## config.mk

```make
export PLATFORM = sky130hd
export DESIGN_NAME = power_rail_sequencer
export DESIGN_NICKNAME = d
export VERILOG_FILES = /design/src/rtl/power_seq_pkg.sv /design/src/rtl/rail_debounce.sv /design/src/rtl/power_rail_sequencer.sv
export SDC_FILE = /design/constraint.sdc
export NUM_CORES = 1
export LEC_CHECK = 0
export BUFFER_PORTS_ARGS = -buffer_cell sky130_fd_sc_hd__buf_2
export CORE_MARGIN = 2
export CORE_UTILIZATION = 60
export CTS_CLUSTER_SIZE = 8
export DETAILED_ROUTE_END_ITERATION = 8
export PLACE_DENSITY = 0.8
export SLEW_MARGIN = 20
export SYNTH_ARGS = -nofsm -noshare
export SYNTH_HDL_FRONTEND = slang
export SYNTH_SLANG_ARGS = --single-unit
```

## constraint.sdc

```tcl
create_clock -name sysclk -period 4.1 [get_ports sysclk]
set_input_delay 0.205 -clock sysclk [delete_from_list [all_inputs] [get_ports sysclk]]
set_output_delay 0.205 -clock sysclk [all_outputs]
set_load 0.01 [all_outputs]
```

## src/rtl/power_seq_pkg.sv

```systemverilog
// rtl/power_seq_pkg.sv - shared encodings and width helpers for the rail sequencer
package power_seq_pkg;

  typedef enum logic [2:0] {
    ST_OFF        = 3'd0,
    ST_UP         = 3'd1,
    ST_ON         = 3'd2,
    ST_DOWN       = 3'd3,
    ST_FAULT_DOWN = 3'd4
  } state_e;

  localparam logic [1:0] FC_NONE     = 2'b00;
  localparam logic [1:0] FC_START_TO = 2'b01;
  localparam logic [1:0] FC_DROP     = 2'b10;
  localparam logic [1:0] FC_STOP_TO  = 2'b11;

  function automatic int unsigned width_for(input int unsigned max_val);
    int unsigned w;
    w = 1;
    while ((max_val >> w) != 0) w++;
    return w;
  endfunction

  localparam int unsigned IDX_W   = width_for(15);
  localparam int unsigned TIMER_W = width_for(255);
  localparam int unsigned DEB_W   = width_for(15);

endpackage

```

## src/rtl/rail_debounce.sv

```systemverilog
// rtl/rail_debounce.sv - per-rail power-good synchroniser and tick-based debounce
module rail_debounce
  import power_seq_pkg::*;
#(
  parameter int unsigned DEBOUNCE_TICKS = 4
) (
  input  logic sysclk,
  input  logic reset,
  input  logic tick,
  input  logic raw_good,
  output logic ok
);

  localparam logic [DEB_W-1:0] DEB_MAX = DEB_W'(DEBOUNCE_TICKS);

  logic             sync1_q;
  logic             sync2_q;
  logic [DEB_W-1:0] cnt_q;
  logic [DEB_W-1:0] cnt_d;

  // A single low sample discards all accumulated good time.
  always_comb begin
    cnt_d = cnt_q;
    if (!sync2_q) begin
      cnt_d = '0;
    end else if (tick && (cnt_q != DEB_MAX)) begin
      cnt_d = cnt_q + 1'b1;
    end
  end

  always_ff @(posedge sysclk) begin
    if (reset) begin
      sync1_q <= 1'b0;
      sync2_q <= 1'b0;
      cnt_q   <= '0;
    end else begin
      sync1_q <= raw_good;
      sync2_q <= sync1_q;
      cnt_q   <= cnt_d;
    end
  end

  assign ok = (cnt_q == DEB_MAX);

endmodule

```

## src/rtl/power_rail_sequencer.sv

```systemverilog
// rtl/power_rail_sequencer.sv - N-rail ordered power-up / reverse power-down sequencer
module power_rail_sequencer
  import power_seq_pkg::*;
#(
  parameter int unsigned NUM_RAILS      = 4,
  parameter int unsigned TICK_DIV       = 500,
  parameter int unsigned DEBOUNCE_TICKS = 4,
  parameter int unsigned TIMEOUT_TICKS  = 255,
  parameter int unsigned HOLDOFF_TICKS  = 250
) (
  input  logic                 sysclk,
  input  logic                 reset,
  input  logic                 enable,
  input  logic [NUM_RAILS-1:0] rail_good,
  output logic [NUM_RAILS-1:0] rail_en,
  output logic                 all_good,
  output logic                 fault,
  output logic [1:0]           fault_code,
  output logic [3:0]           fault_rail,
  output logic [2:0]           state,
  output logic [3:0]           rail_idx
);

  typedef logic [IDX_W-1:0]   idx_t;
  typedef logic [TIMER_W-1:0] tmr_t;

  localparam int unsigned    PRE_W    = $clog2(TICK_DIV);
  localparam logic [PRE_W-1:0] PRE_LAST = PRE_W'(TICK_DIV - 1);
  localparam idx_t           LAST_IDX = idx_t'(NUM_RAILS - 1);
  localparam tmr_t           TO_LIM   = tmr_t'(TIMEOUT_TICKS);
  localparam tmr_t           HOLD_LIM = tmr_t'(HOLDOFF_TICKS);
  localparam tmr_t           TMR_SAT  = '1;

  state_e               state_q, state_d;
  idx_t                 idx_q, idx_d;
  logic [PRE_W-1:0]     pre_q, pre_d;
  tmr_t                 timer_q, timer_d;
  logic [NUM_RAILS-1:0] rail_en_q, rail_en_d;
  logic                 all_good_q, all_good_d;
  logic                 fault_q, fault_d;
  logic [1:0]           fcode_q, fcode_d;
  idx_t                 frail_q, frail_d;

  logic                 tick;
  logic                 to;
  logic [NUM_RAILS-1:0] ok;
  logic [15:0]          ok_ext;
  logic                 bad_below, bad_any;
  idx_t                 bad_below_idx, bad_any_idx;

  assign tick   = (pre_q == PRE_LAST);
  assign pre_d  = tick ? '0 : pre_q + 1'b1;
  assign to     = (timer_q >= TO_LIM);
  assign ok_ext = 16'(ok);

  for (genvar g = 0; g < NUM_RAILS; g++) begin : g_deb
    rail_debounce #(
      .DEBOUNCE_TICKS(DEBOUNCE_TICKS)
    ) u_deb (
      .sysclk  (sysclk),
      .reset   (reset),
      .tick    (tick),
      .raw_good(rail_good[g]),
      .ok      (ok[g])
    );
  end

  // Descending scan so the last hit is the lowest failing rail.
  always_comb begin
    bad_below     = 1'b0;
    bad_below_idx = '0;
    bad_any       = 1'b0;
    bad_any_idx   = '0;
    for (int k = NUM_RAILS - 1; k >= 0; k--) begin
      if (!ok[k]) begin
        bad_any     = 1'b1;
        bad_any_idx = idx_t'(k);
        if (idx_t'(k) < idx_q) begin
          bad_below     = 1'b1;
          bad_below_idx = idx_t'(k);
        end
      end
    end
  end

  always_comb begin
    state_d = state_q;
    idx_d   = idx_q;
    fault_d = fault_q;
    fcode_d = fcode_q;
    frail_d = frail_q;
    case (state_q)
      ST_OFF: begin
        if (enable && (timer_q >= HOLD_LIM)) begin
          state_d = ST_UP;
          idx_d   = '0;
          fault_d = 1'b0;
          fcode_d = FC_NONE;
          frail_d = '0;
        end
      end
      ST_UP: begin
        if (bad_below) begin
          state_d = ST_FAULT_DOWN;
          fault_d = 1'b1;
          fcode_d = FC_DROP;
          frail_d = bad_below_idx;
        end else if (to) begin
          state_d = ST_FAULT_DOWN;
          fault_d = 1'b1;
          fcode_d = FC_START_TO;
          frail_d = idx_q;
        end else if (!enable) begin
          state_d = ST_DOWN;
        end else if (ok_ext[idx_q]) begin
          if (idx_q == LAST_IDX) state_d = ST_ON;
          else                   idx_d   = idx_q + 1'b1;
        end
      end
      ST_ON: begin
        if (bad_any) begin
          state_d = ST_FAULT_DOWN;
          idx_d   = LAST_IDX;
          fault_d = 1'b1;
          fcode_d = FC_DROP;
          frail_d = bad_any_idx;
        end else if (!enable) begin
          state_d = ST_DOWN;
          idx_d   = LAST_IDX;
        end
      end
      ST_DOWN, ST_FAULT_DOWN: begin
        if (!ok_ext[idx_q] || to) begin
          // Still good at the deadline: a rail that refuses to turn off.
          if (ok_ext[idx_q]) begin
            fault_d = 1'b1;
            if (!fault_q) begin
              fcode_d = FC_STOP_TO;
              frail_d = idx_q;
            end
          end
          if (idx_q == '0) state_d = ST_OFF;
          else             idx_d   = idx_q - 1'b1;
        end
      end
      default: begin
        state_d = ST_DOWN;
        idx_d   = LAST_IDX;
      end
    endcase
  end

  always_comb begin
    rail_en_d = '0;
    for (int k = 0; k < NUM_RAILS; k++) begin
      case (state_d)
        ST_UP:                  rail_en_d[k] = (idx_t'(k) <= idx_d);
        ST_ON:                  rail_en_d[k] = 1'b1;
        ST_DOWN, ST_FAULT_DOWN: rail_en_d[k] = (idx_t'(k) < idx_d);
        default:                rail_en_d[k] = 1'b0;
      endcase
    end
    all_good_d = (state_d == ST_ON);
    timer_d    = timer_q;
    if ((state_d != state_q) || (idx_d != idx_q)) begin
      timer_d = '0;
    end else if (tick && (timer_q != TMR_SAT)) begin
      timer_d = timer_q + 1'b1;
    end
  end

  always_ff @(posedge sysclk) begin
    if (reset) begin
      state_q    <= ST_OFF;
      idx_q      <= '0;
      pre_q      <= '0;
      timer_q    <= HOLD_LIM;
      rail_en_q  <= '0;
      all_good_q <= 1'b0;
      fault_q    <= 1'b0;
      fcode_q    <= FC_NONE;
      frail_q    <= '0;
    end else begin
      state_q    <= state_d;
      idx_q      <= idx_d;
      pre_q      <= pre_d;
      timer_q    <= timer_d;
      rail_en_q  <= rail_en_d;
      all_good_q <= all_good_d;
      fault_q    <= fault_d;
      fcode_q    <= fcode_d;
      frail_q    <= frail_d;
    end
  end

  assign rail_en    = rail_en_q;
  assign all_good   = all_good_q;
  assign fault      = fault_q;
  assign fault_code = fcode_q;
  assign fault_rail = 4'(frail_q);
  assign state      = state_q;
  assign rail_idx   = 4'(idx_q);

endmodule

```

==> results of run 1 <==
[worst reg2reg max path, stage by stage, from the launching register on]
cell and delay, ns:
dfxtp_1 0.45, inv_1 0.21, ha_1 0.25, or3b_4 0.42, a222oi_1 0.72, and3_2 0.35, nand3_1 0.13, mux2i_1 0.15
o221ai_1 0.37, a311oi_1 0.15, a211oi_1 0.21
[final cells by class]
class	count	area [µm²]	share of cell area
well taps	72	90.1	0.0232
repair buffers	31	170	0.0439
flip-flops and latches	60	1200	0.310
clock inverters	6	113	0.0291
clock buffers	10	128	0.0329
multi-input cells	328	2110	0.543
inverters	18	67.6	0.0174
[layer usage]
metal | up-vias | share of wire | track usage
met4 | 0 | 0.030 | 0.138
met2 | 130 | 0.46 | 0.491
li1 | 1560 | - | -
met1 | 1508 | 0.44 | 0.380
met5 | - | 0 | 0
met3 | 28 | 0.078 | 0.0645
[flip-flops by register name (all words and copies together) (netlist names)]
name	flops
all_good	1
fault	1
fault_code	2
fault_rail	4
g_deb.u_deb.cnt_q	16
g_deb.u_deb.sync1_q	4
g_deb.u_deb.sync2_q	4
pre_q	9
rail_en	4
rail_idx	4
state	3
timer_q	8
[through the flow]
| step | hold WS (ns) | utilization |
|---|---|---|
| floorplan | 0.333 | - |
| detailed placement | 0.430 | 0.660 |
| finish | 0.0724 | 0.704 |
| global placement | 0.415 | 0.660 |
| CTS | 0.0724 | 0.704 |
| global route | 0.0824 | 0.704 |
[cell usage in the layout (no fill, tap or decap), drive strengths merged, types with 5 or more instances in the layout]
cell	n
o21ai	15
and3	5
nand3	25
ha	15
or3	8
xor2	5
inv	17
nand2	31
nor2b	16
clkbuf	10
buf	31
a21oi	26
nand2b	8
xnor2	20
nor4	5
nand4	10
o21bai	6
nor3	11
nor2	55
dfxtp	60
[final timing paths]
check,start,to,depth (start not counted)
hold / removal,rail_good[1],g_deb[1].u_deb.sync1_q,2
setup reg to reg,rail_idx[1],rail_en[3],10
setup / recovery,rail_idx[1],rail_en[3],10
hold reg to reg,g_deb[0].u_deb.sync1_q,g_deb[0].u_deb.sync2_q,1
[power by group through the flow]
stage,logic [µW],clock network (µW),registers [µW]
4_1_cts,585,658,703
5_1_grt,657,682,713
2_1_floorplan,460,0,698
3_3_place_gp,580,0,715
6_report,594,651,706
3_5_place_dp,582,0,716
[cells by family (layout without fill, tap and decap cells)]
| group | count (synthesis) | count (layout) | share of synthesized area |
|---|---|---|---|
| fa+ha+maj | 15 | 15 | 0.0546 |
| mux | 5 | 5 | 0.0149 |
| flops | 60 | 60 | 0.350 |
| simple gates | 192 | 192 | 0.290 |
| xor+xnor | 25 | 25 | 0.0637 |
| buf+inv | 33 | 65 | 0.0393 |
| compound gates | 91 | 91 | 0.188 |
==> summary.md, run 1 <==
| Metric | Value |
|---|---|
| Max Freq | `0.285 GHz` |
| First-pass GRT wire length | `14.7 mm` |
| Top Family by Delay on Critical Path | `compound AO/OA/AOI/OAI gates` |
| Slowest CP cell | `a222oi_1` |
| Critical Path End Type | `flop` |
| Num rows | `27` |
| Setup ws final | `0.597 ns` |
| Post-Route WL | `8.93 mm` |
| Outcome | `finished, final reports clean` |
| Yosys top cell area share | `0.350` |
| Max-Cap Viols | `0` |
| CTS Buf Count | `9` |
| Die H | `79.7 µm` |
| Power Internal | `1270 µW` |
| Fin crit period | `3.50 ns` |
| Final TNS setup | `0 ns` |
| Crit path buf inv count | `1` |
| Wirelength per Cell | `17.0 µm` |
| Layout cell share with drive strength beyond 1 | `0.137` |
| Placement Setup Slack | `0.706 ns` |
| Synth Instances | `421` |
| Worst Path Arrival | `3.76 ns` |
| Non-Filler Instances | `525` |
| Async SR Flop Fraction | `0` |
| Initial antenna violation count | `0` |
| Via count | `3,226` |
| Worst-path clk slew | `0.07 ns` |
| TritonCTS clock tree | `built` |
| DR pass1 iterations | `5` |
| Cell Chain, Critical Path | `inv_1, ha_1, or3b_4, a222oi_1, and3_2, nand3_1, mux2i_1, o221ai_1, a311oi_1, a211oi_1` |
| CP peak stage delay | `0.72 ns` |
| Worst vdd ir | `0.376 mV` |
| Synthesis-stage register bit count | `60` |
| Mapped Area | `0.00344 mm²` |
| Fillers | `458` |
| Initial drt markers | `296` |
| # clock sinks | `60` |
| Antenna diode count | `0` |
| Hold/Removal Path Class | `input port to flop` |
| Sw Ratio | `0.347` |
| Sequential element share of the synthesized area | `0.350` |
| Total Power | `1950 µW` |
| Via-to-Cell Ratio | `6.14` |
| Critical-path maximum fanout | `14` |
| Remaining DRCs | `0` |
| Design Area, Final | `0.00387 mm²` |
| Ys flop type | `dfxtp_1` |
| Gr ovfl total | `0` |
| Comb pwr share | `0.305` |
| Worst-margin pin slew | `0.901 ns` |
| Die area | `0.00635 mm²` |
| Fin. Hold Viols | `0` |
| Mean Syn Cell Area | `8.16 µm²` |
| Power Density | `503 mW/mm²` |
| Number of global-route vias before repair | `3,103` |
| Layout area overhead | `12.8%` |
| Postcts setup bufs | `0` |
| Crit Path Class | `flop to flop` |
| R2R setup slack | `0.60 ns` |
| Top post-synthesis cells by area | `dfxtp_1, nor2_1, ha_1, xnor2_1, a21oi_1` |
| Placed cells | `509` |
| RSZ-0062 raised after global routing | `no` |
| Die W | `79.7 µm` |
| Post-place instance area | `0.00363 mm²` |
| Max Slew Vio Count | `0` |
| GRT Total Usage | `0.301` |
| Gates resized, CTS repair | `0` |
| Largest net degree at the start of global routing | `39` |
| Synth warn | `0` |
| Initial Util | `0.624` |
| Nets | `470` |
| Synth cell count leaders | `dfxtp_1, nor2_1, nand2_1` |
| Top cell type by total area after synthesis | `dfxtp_1` |
| H-tree depth reported by CTS | `3` |
| Worst-skew pair later-pin latency | `0.35 ns` |
| Clock skew | `0.0109 ns` |
| Core footprint | `0.00551 mm²` |
| # hold bufs at CTS | `0` |
| PortBufs | `25` |
| CP required | `4.35 ns` |
| CTS Root Cell | `clkbuf_8` |
| Routed Antenna Nets | `0` |
| Worst slew margin | `0.395` |
| Io pins | `26` |
| Switch Pwr | `676 µW` |
| Final setup violation count | `0` |
| Clk pwr share | `0.334` |
| Post-synth EDFFs | `0` |
| RePlAce Congestion | `0.963` |
| Period utilization | `0.854` |
| Crit start category | `flop` |
| P_leak | `0.00148 µW` |
| Maximum clock insertion buffer count | `2` |
| Flop pwr share | `0.362` |
| Post-DP HPWL | `6.52 mm` |
| Top-count cell post-synth | `dfxtp_1` |
| Syn nets | `443` |
| Post-synthesis cell type count | `62` |
Note: power is estimated with default switching activity, not from simulation.
==> inputs of run 2 (changes only) <==
--- a/config.mk
+++ b/config.mk
@@ -10,7 +10,7 @@
 export CORE_UTILIZATION = 60
 export CTS_CLUSTER_SIZE = 8
 export DETAILED_ROUTE_END_ITERATION = 8
-export PLACE_DENSITY = 0.8
+export PLACE_DENSITY = 0.88
 export SLEW_MARGIN = 20
 export SYNTH_ARGS = -nofsm -noshare
 export SYNTH_HDL_FRONTEND = slang
==> run 2 against run 1 <==
  * Via count grew 1.5%
  * Final area shrank 1.2%
  * Power shrank 2.7%
  * Clock skew shrank 0.0041 ns
  * Flip-flop and latch count is the same
  * Utilization shrank 0.86 points
  * Setup slack gained 0.049 ns
  * Clock power shrank 8.8%
  * Register-to-register slack gained 0.05 ns
  * Sequential power is essentially flat
  * Combinational power is essentially flat
==> summary.md, run 2 (same netlist as run 1, synthesis figures left out) <==
| Metric | Value |
|---|---|
| H-tree depth reported by CTS | `3 (unchanged)` |
| Die W | `79.7 µm (unchanged)` |
| Outcome | `finished, final reports clean` |
| Max reg flops | `16 (unchanged)` |
| CTS Buf Count | `9 (unchanged)` |
| DR pass1 iterations | `6 (+1)` |
| Most common cell after layout, fill and taps aside | `dfxtp_1` |
| Fillers | `410 (-10%)` |
| Hold path depth | `2 (unchanged)` |
| Initial antenna violation count | `0 (unchanged)` |
| Maximum clock insertion buffer count | `2 (unchanged)` |
| Postcts setup bufs | `0 (unchanged)` |
| CP peak stage delay | `0.65 ns (-0.07 ns)` |
| Num rows | `27 (unchanged)` |
| Wirelength per Cell | `16.0 µm (-5.9%)` |
| RSZ-0062 raised after global routing | `no` |
| Initial drt markers | `441 (+49%)` |
| RePlAce Congestion | `1.09 (+13%)` |
| Worst slew margin | `0.360 (-0.0346)` |
| Die H | `79.7 µm (unchanged)` |
| Hold/Removal Path Class | `input port to flop` |
| PortBufs | `25 (unchanged)` |
| Area occupied by registers | `0.00120 mm² (unchanged)` |
| Max-Cap Viols | `0 (unchanged)` |
| Via count | `3,274 (+1.5%)` |
| Post-DP HPWL | `5.90 mm (-9.4%)` |
| Period utilization | `0.842 (-0.0119)` |
| Worst R2R Path Depth | `10 (unchanged)` |
| Non-Filler Instances | `521 (-0.76%)` |
| Layout cell share with drive strength beyond 1 | `0.131 (-0.00546)` |
| R2R setup slack | `0.65 ns (+0.05 ns)` |
| GRT Total Usage | `0.273 (-0.0287)` |
| Crit Path Class | `flop to flop` |
| Final TNS setup | `0 ns (unchanged)` |
| Largest Register | `g_deb.u_deb.cnt_q` |
| FF-to-FF Start | `rail_idx[1]` |
| Initial Util | `0.624 (unchanged)` |
| Crit start category | `flop` |
| Placement Setup Slack | `0.811 ns (+0.105 ns)` |
| Io pins | `26 (unchanged)` |
| Critical-path maximum fanout | `14 (unchanged)` |
| P_leak | `0.00145 µW (-1.8%)` |
| Nets | `466 (-0.85%)` |
| Fin. Hold Viols | `0 (unchanged)` |
| Die area | `0.00635 mm² (unchanged)` |
| Worst-margin pin slew | `0.952 ns (+0.0515 ns)` |
| TritonCTS clock tree | `built` |
| Worst Path Arrival | `3.71 ns (-0.05 ns)` |
| # clock sinks | `60 (unchanged)` |
| Max Slew Vio Count | `0 (unchanged)` |
| Critical Path End Type | `flop` |
| Cell Chain, Critical Path | `inv_1, ha_1, or3b_4, a222oi_1, and3_2, nand3_1, mux2i_1, o221ai_1, a311oi_1, a211oi_1` |
| Antenna diode count | `0 (unchanged)` |
| Routed Antenna Nets | `0 (unchanged)` |
| Setup ws final | `0.646 ns (+0.0489 ns)` |
| Power Density | `496 mW/mm² (-1.5%)` |
| CTS Root Cell | `clkbuf_8` |
| RR Endpoint | `rail_en[3]` |
| Layout area overhead | `11.4%` |
| Core footprint | `0.00551 mm² (unchanged)` |
| CP required | `4.35 ns (about the same)` |
| Max Freq | `0.290 GHz (+1.4%)` |
| First-pass GRT wire length | `13.5 mm (-7.8%)` |
| Worst vdd ir | `0.474 mV (+26%)` |
| Crit path buf inv count | `1 (unchanged)` |
| Final setup violation count | `0 (unchanged)` |
| Hold-critical path endpoint | `g_deb[2].u_deb.sync1_q` |
| Fin crit period | `3.45 ns (-0.0489 ns)` |
| Top Family by Delay on Critical Path | `compound AO/OA/AOI/OAI gates` |
| Post-Route WL | `8.34 mm (-6.6%)` |
| Clock skew | `0.00683 ns (-0.00407 ns)` |
| Placed cells | `505 (-0.79%)` |
| Worst-skew pair later-pin latency | `0.34 ns (about the same)` |
| Worst-path clk slew | `0.07 ns (about the same)` |
| Number of global-route vias before repair | `2,926 (-5.7%)` |
| Gr ovfl total | `0 (unchanged)` |
| Largest net degree at the start of global routing | `39 (unchanged)` |
| Slowest CP cell | `a222oi_1` |
| Area of the multi-input gates | `0.00211 mm² (unchanged)` |
| Most frequent cells in the layout | `dfxtp_1, nor2_1, nand2_1` |
| Via-to-Cell Ratio | `6.28 (+2.3%)` |
| # hold bufs at CTS | `0 (unchanged)` |
| Remaining DRCs | `0 (unchanged)` |
| Gates resized, CTS repair | `0 (unchanged)` |
| Hold_sp | `rail_good[2]` |
| Largest regs | `g_deb.u_deb.cnt_q (16), pre_q (9), timer_q (8)` |
run 2: cell count changes in the layout (fill, tap and decap cells not counted), sizes merged:
| cell | change |
|---|---|
| clkinvlp | +1 |
| buf | -4 |
| clkbuf | -1 |
| inv | +1 |
| bufinv | -1 |
run 2: routing by layer:
metal / GRT usage / vias to the layer above / wire length [µm]
li1: - / 1553 / -
met1: 0.342 / 1482 / 3410
met2: 0.445 / 195 / 3840
met3: 0.0611 / 44 / 766
met4: 0.124 / 0 / 320
met5: 0 / - / 0
run 2: how the worst max path moves through the flow:
stage | startpoint | endpoint | depth (start not counted)
floorplan | rail_idx[1] | rail_en[3] | 11
global placement | rail_idx[1] | rail_en[3] | 10
detailed placement | rail_idx[1] | rail_en[3] | 10
CTS | rail_idx[1] | rail_en[3] | 10
global route | rail_idx[1] | rail_en[3] | 10
finish | rail_idx[1] | rail_en[3] | 10
run 2: final cells by class:
| class | instances | area share |
|---|---|---|
| sequential | 60 | 0.314 |
| clock inverter | 7 | 0.0258 |
| timing repair buffer | 27 | 0.0366 |
| inverter | 18 | 0.0177 |
| tap | 72 | 0.0235 |
| clock buffer | 9 | 0.0324 |
| multi-input combinational | 328 | 0.550 |
run 2: stage by stage:
stage / util / hold WS, ns / power [µW] / instance area (µm²)
after global placement: 0.655 / 0.415 / 1280 / 3600
final: 0.695 / 0.0703 / 1900 / 3830
after CTS: 0.695 / 0.0675 / 1890 / 3830
after floorplan: - / 0.333 / 1160 / 3440
after detailed placement: 0.655 / 0.422 / 1290 / 3600
after global routing: 0.695 / 0.0757 / 1990 / 3830
run 2: power breakdown:
part           total (µW)  switching (µW)  internal, µW  leakage, µW
Combinational         597             367           230     0.000856
Clock                 594             250           345     0.000110
Sequential            706            68.2           638     0.000488
